$ cat src/rtl/acc_to_bf16_pipe.sv
// acc_to_bf16_pipe: multi-lane, three-stage pipelined converter from signed
// fixed-point accumulator words (ACC_W bits, FRAC_BITS fraction bits) to BF16.
// Stage 1: sign, magnitude, leading-zero count.
// Stage 2: normalise, exponent, mantissa/guard/sticky extraction.
// Stage 3: assemble BF16 word and inexact flag.
// Optional feature macro: ACC_BF16_RNE_EN.
//   Defined:   round-to-nearest-even in stage 3.
//   Undefined: truncation.
//
// Valid/ready: a beat crosses any boundary (input, S1->S2, S2->S3, output)
// on a rising edge where the producer's valid and the consumer's ready are
// both high. A stage register loads when it is empty or when its own
// content moves on in the same edge. Ready therefore ripples back from
// out_ready through the stage valid flags only. Data never feeds a ready.
module acc_to_bf16_pipe #(
  parameter int ACC_W     = 18,
  parameter int FRAC_BITS = 8,
  parameter int LANES     = 4
) (
  input  logic                     clk,
  input  logic                     rst,
  input  logic                     in_valid,
  output logic                     in_ready,
  input  logic [LANES*ACC_W-1:0]   in_acc,
  output logic                     out_valid,
  input  logic                     out_ready,
  output logic [LANES*16-1:0]      out_bf16,
  output logic [LANES-1:0]         out_inexact
);

  localparam int LZ_W   = $clog2(ACC_W + 1);
  // Exponent when the leading one sits at bit ACC_W-1 (lz = 0).
  localparam int E_BIAS = ACC_W - 1 - FRAC_BITS + 127;

  // Two-level leading-zero detector: per-nibble zero flags and local counts,
  // then a priority pick over the nibbles. The value is left-aligned into a
  // 32-bit word so the nibble grid is fixed for every legal ACC_W.
  function automatic logic [LZ_W-1:0] lzc(input logic [ACC_W-1:0] mag);
    logic [31:0]     x;
    logic [7:0]      nz;
    logic [7:0][1:0] sub;
    logic [5:0]      r;
    logic            found;
    x = 32'(mag) << (32 - ACC_W);
    for (int g = 0; g < 8; g++) begin
      nz[g]  = |x[g*4 +: 4];
      sub[g] = x[g*4+3] ? 2'd0 :
               x[g*4+2] ? 2'd1 :
               x[g*4+1] ? 2'd2 : 2'd3;
    end
    r     = 6'd0;
    found = 1'b0;
    for (int g = 7; g >= 0; g--) begin
      if (!found && nz[g]) begin
        r     = {1'b0, 3'(7 - g), sub[g]};
        found = 1'b1;
      end
    end
    return (mag == '0) ? LZ_W'(ACC_W) : LZ_W'(r);
  endfunction

  // Pipeline control
  logic rst_done;
  logic v1, v2, v3;
  logic load1, load2, load3;

  // Stage 1 registers and next values
  logic [LANES-1:0]            s1_sign_d, s1_sign;
  logic [LANES-1:0][ACC_W-1:0] s1_mag_d, s1_mag;
  logic [LANES-1:0][LZ_W-1:0]  s1_lz_d, s1_lz;

  // Stage 2 registers and next values
  logic [LANES-1:0][ACC_W+7:0] ext;
  logic [LANES-1:0]            s2_sign_d, s2_sign;
  logic [LANES-1:0]            s2_zero_d, s2_zero;
  logic [LANES-1:0][7:0]       s2_e_d, s2_e;
  logic [LANES-1:0][6:0]       s2_m_d, s2_m;
  logic [LANES-1:0]            s2_g_d, s2_g;
  logic [LANES-1:0]            s2_s_d, s2_s;

  // Stage 3 next values (the output registers are out_bf16/out_inexact)
  logic [LANES-1:0][15:0]      s3_bf_d;
  logic [LANES-1:0]            s3_inexact_d;
`ifdef ACC_BF16_RNE_EN
  logic [LANES-1:0]            rnd_inc;
  logic [LANES-1:0][7:0]       rnd_sum;
`endif

  // Stage load enables: a register loads when empty or when it drains
  always_comb begin
    load3    = !v3 || out_ready;
    load2    = !v2 || load3;
    load1    = rst_done && (!v1 || load2);
    in_ready = load1;
  end

  // Valid flags; rst_done holds in_ready low until the first edge after reset
  always_ff @(posedge clk or posedge rst) begin
    if (rst) begin
      rst_done <= 1'b0;
      v1       <= 1'b0;
      v2       <= 1'b0;
      v3       <= 1'b0;
    end else begin
      rst_done <= 1'b1;
      if (load1) v1 <= in_valid;
      if (load2) v2 <= v1;
      if (load3) v3 <= v2;
    end
  end

  assign out_valid = v3;

  // Stage 1 combinational: sign, magnitude and leading-zero count per lane
  always_comb begin
    s1_sign_d = '0;
    s1_mag_d  = '0;
    s1_lz_d   = '0;
    for (int i = 0; i < LANES; i++) begin
      s1_sign_d[i] = in_acc[i*ACC_W + ACC_W - 1];
      s1_mag_d[i]  = s1_sign_d[i] ? (~in_acc[i*ACC_W +: ACC_W]) + ACC_W'(1)
                                  : in_acc[i*ACC_W +: ACC_W];
      s1_lz_d[i]   = lzc(s1_mag_d[i]);
    end
  end

  // Stage 1 data registers
  always_ff @(posedge clk or posedge rst) begin
    if (rst) begin
      s1_sign <= '0;
      s1_mag  <= '0;
      s1_lz   <= '0;
    end else if (load1) begin
      s1_sign <= s1_sign_d;
      s1_mag  <= s1_mag_d;
      s1_lz   <= s1_lz_d;
    end
  end

  // Stage 2 combinational: normalise and split mantissa/guard/sticky.
  // ext holds the bits below the leading one followed by nine zeros, so
  // mantissa, guard and sticky always exist even for small ACC_W.
  // The exponent lies in 96..159, so its low 8 bits are exact modulo 256.
  always_comb begin
    ext       = '0;
    s2_sign_d = '0;
    s2_zero_d = '0;
    s2_e_d    = '0;
    s2_m_d    = '0;
    s2_g_d    = '0;
    s2_s_d    = '0;
    for (int i = 0; i < LANES; i++) begin
      ext[i]       = {(ACC_W-1)'(s1_mag[i] << s1_lz[i]), 9'd0};
      s2_sign_d[i] = s1_sign[i];
      s2_zero_d[i] = (s1_mag[i] == '0);
      s2_e_d[i]    = 8'(E_BIAS) - 8'(s1_lz[i]);
      s2_m_d[i]    = ext[i][ACC_W+7 -: 7];
      s2_g_d[i]    = ext[i][ACC_W];
      s2_s_d[i]    = |ext[i][ACC_W-1:0];
    end
  end

  // Stage 2 data registers
  always_ff @(posedge clk or posedge rst) begin
    if (rst) begin
      s2_sign <= '0;
      s2_zero <= '0;
      s2_e    <= '0;
      s2_m    <= '0;
      s2_g    <= '0;
      s2_s    <= '0;
    end else if (load2) begin
      s2_sign <= s2_sign_d;
      s2_zero <= s2_zero_d;
      s2_e    <= s2_e_d;
      s2_m    <= s2_m_d;
      s2_g    <= s2_g_d;
      s2_s    <= s2_s_d;
    end
  end

  // Stage 3 combinational: rounding (optional) and BF16 assembly
  always_comb begin
    s3_bf_d      = '0;
    s3_inexact_d = '0;
`ifdef ACC_BF16_RNE_EN
    rnd_inc      = '0;
    rnd_sum      = '0;
`endif
    for (int i = 0; i < LANES; i++) begin
      s3_inexact_d[i] = s2_g[i] | s2_s[i];
`ifdef ACC_BF16_RNE_EN
      rnd_inc[i] = s2_g[i] & (s2_s[i] | s2_m[i][0]);
      rnd_sum[i] = {1'b0, s2_m[i]} + {7'd0, rnd_inc[i]};
      // A carry out of the mantissa leaves it zero and bumps the exponent
      if (!s2_zero[i])
        s3_bf_d[i] = {s2_sign[i], s2_e[i] + {7'd0, rnd_sum[i][7]}, rnd_sum[i][6:0]};
`else
      if (!s2_zero[i])
        s3_bf_d[i] = {s2_sign[i], s2_e[i], s2_m[i]};
`endif
    end
  end

  // Output registers; held while out_valid && !out_ready
  always_ff @(posedge clk or posedge rst) begin
    if (rst) begin
      out_bf16    <= '0;
      out_inexact <= '0;
    end else if (load3) begin
      out_bf16    <= s3_bf_d;
      out_inexact <= s3_inexact_d;
    end
  end

endmodule

$ cat config.mk
export PLATFORM = sky130hd
export DESIGN_NAME = acc_to_bf16_pipe
export DESIGN_NICKNAME = d
export VERILOG_FILES = /design/src/rtl/acc_to_bf16_pipe.sv
export SDC_FILE = /design/constraint.sdc
export NUM_CORES = 1
export LEC_CHECK = 0
export CAP_MARGIN = 20
export CORE_MARGIN = 8
export CORE_UTILIZATION = 49
export DETAILED_ROUTE_END_ITERATION = 8
export HOLD_SLACK_MARGIN = 0.1
export PLACE_DENSITY = 0.72
export SYNTH_ARGS = -nofsm -noshare
export SYNTH_HDL_FRONTEND = slang
export SYNTH_SLANG_ARGS = --single-unit
$ cat constraint.sdc
create_clock -name clk -period 10.85 [get_ports clk]
set_input_delay 2.17 -clock clk [delete_from_list [all_inputs] [get_ports clk]]
set_output_delay 2.17 -clock clk [all_outputs]
set_load 0.05 [all_outputs]
==> out/results.ini <==
[clock_network]
post_cts_buffers = 0
cts_made_buffers = 24
cts_root_buffer = clkbuf_16
clk_pin_slew_ps = 60
htree_num_levels = 1
cts_tree = built
clockBufferDepth = 3
clkSinkCount = 244
worst_skew_pair.late_latency_ps = 520
post_cts_resized = 0
holdBufCountCts = 0

[critical_path]
r2r-end = s1_lz[10]
cp_slowest_cell = clkdlybuf4s50_1
rrSetupSlack_ps = 7450
cp-start-kind = input pin
cp_common_cell = clkdlybuf4s50_1
cp.arrival_ps = 5000
reg2regPathDepth = 12
worstPathRequired_ps = 8680
crit_chain = clkdlybuf4s50_1, nor2b_4, buf_4, and2_2, nand2_1, nand2_2, clkinv_2, clkdlybuf4s50_1
r2r-start = out_valid
crit_type = in2out
path_max_fanout = 70
cpPeakStageDelay_ps = 840
cp-end-kind = primary output

[layout]
diodes = 0
nNetsFinal = 2008
fillers = 2961
seq_area_um2 = 6106
multi_input_area_um2 = 8965
postLayoutCoreUtil_pct = 56.04
syn_to_final_growth_pct = 13.71
drive_gt1_share_pct = 6.398

[sta]
worst_slew_pin_slew_ps = 1016
setup_viol = 0
setup_tns_ps = 0
post-route-period-util_pct = 66.05
rsz0062_at_grt = no
fmax_ghz = 0.1395
hold_viol = 0
fin_skew_ps = 10.96
fin_crit_ps = 7167
slew_headroom_pct = 32.05
slew_violations = 0

[floorplanning]
core_um2 = 32210
die_area_um2 = 38410
start_util_pct = 49.29
io_pins = 146
die_w_um = 196.0
die_y_um = 196.0
fp-row-count = 66

[status]
status = completed

[route]
highest_layer = met4
first_pass_iters = 7
ant_nets = 0
drc = 0
dr_wl_met2_um = 16380
met1_length_um = 21550
via_per_inst = 5.916
post_drt_wl_per_cell_um = 17.33
wl_met3_um = 2342
vias = 13878
routed_wl_um = 40650
drt_iter0_markers = 1490

[yosys]
synth_commonest_cells = nand2_1 (359), dfrtp_1 (244), nor2_1 (164), o21ai_0 (134), a21oi_1 (129)
synth_top_area_share_pct = 38.47
synthTopCellsByArea = dfrtp_1 (38%), nand2_1 (8.5%), o21ai_0 (4.2%)
seq_area_frac_synth_pct = 38.47
syn-num-nets = 1975
yosys_warnings = 0
synthFlopType = dfrtp_1
yosysMostFrequentCell = nand2_1
synthArstFlopShare_pct = 100.0
synth_edf_count = 0
synthCells = 1891
ys_seq_elements = 244
syn_area_um2 = 15870
synth_area_per_cell_um2 = 8.394
yosys.area.top_type = dfrtp_1
synth.distinct_cells = 91

[grt]
grt_use_total_pct = 20.57
grt_pass1_vias = 12742
grt_first_pass_wirelength_um = 67620
grt_max_degree = 166
antenna_found_initial = 0
grt_remaining_overflow = 0

[worst_hold_path]
whs_path_depth = 2
hp-start = out_bf16[10]
hold_end = out_bf16[10]
min_path_type = reg2reg

[placed_design]
gp_congestion = 0.9173
io_buffer_count = 145
dp_hpwl_um = 29240

[power]
power_density_nw_per_um2 = 178.0
ir_drop_uv = 101.6
p_leak_nw = 7.413

[job]
max-cap-violations = 0

## worst max path at each step
| stage | startpoint | end | slack, ps |
|---|---|---|---|
| after global placement | out_ready | in_ready | 3690 |
| after CTS | out_ready | in_ready | 3670 |
| after detailed placement | out_ready | in_ready | 3690 |
| after global routing | out_ready | in_ready | 3500 |
| final | out_ready | in_ready | 3680 |
| after floorplan | rst | out_bf16[0] | 1980 |
## flip-flops by register name, summed over array words and instances (netlist names)
name         cells
out_bf16        64
out_inexact      4
out_valid        1
rst_done         1
s1_lz           20
s1_mag          72
s1_sign          4
s2_e            32
s2_g             4
s2_m            28
s2_s             4
s2_sign          4
s2_zero          4
v1               1
v2               1
## routing by layer
layer,up-vias,GRT usage (%)
met5,-,0
met1,6576,34.39
li1,6818,-
met3,27,2.005
met4,0,3.004
met2,457,28.25
## area by class of cell
type                       instances  share of cell area, %
clock buffer                      36                  3.750
inverter                          43                 0.9428
timing repair buffer             156                  8.832
tap                              408                  2.828
multi-input combinational       1455                  49.67
clock inverter                     4                 0.1456
sequential                       244                  33.83
## per-stage QoR
step	hold WS, ps	instance area (µm²)	worst slack [ps]	total power [W]	std cells
2_1_floorplan	438.9	15870	1978	0.002091	1891
3_3_place_gp	450.9	17260	3687	0.002438	2303
3_5_place_dp	454.9	17260	3693	0.002462	2303
4_1_cts	468.4	17970	3668	0.003231	2343
5_1_grt	484.0	18050	3499	0.003399	2346
6_report	462.8	18050	3683	0.003212	2346
## cell usage in the layout (no fill, tap or decap), drive strengths merged, types with 24 or more instances in the layout
cell type / n
a21oi: 129
a22o: 26
a31oi: 26
clkbuf: 36
clkdlybuf4s50: 145
dfrtp: 244
inv: 39
mux2i: 61
nand2: 359
nand3: 24
nand3b: 69
nor2: 165
nor3: 30
nor4: 32
o21ai: 137
xnor2: 31
xor2: 44
## where the power goes
part           internal (W)  switching (W)
clock network      0.000429       0.000331
logic              0.000447       0.000715
registers           0.00111       0.000184
## critical path, delay by kind of cell
family / cells / cell delay (ps)
buf+inv: 4 / 2250
simple gates: 4 / 560
## kinds of logic after synthesis
group           share of synthesized area, %
mux                                    8.529
buf+inv                                5.139
flops                                  38.47
compound gates                         19.28
xor+xnor                               4.138
simple gates                           23.79
fa+ha+maj                             0.6306
other cells                          0.02363
No activity file was read; power rests on OpenSTA's default activity.
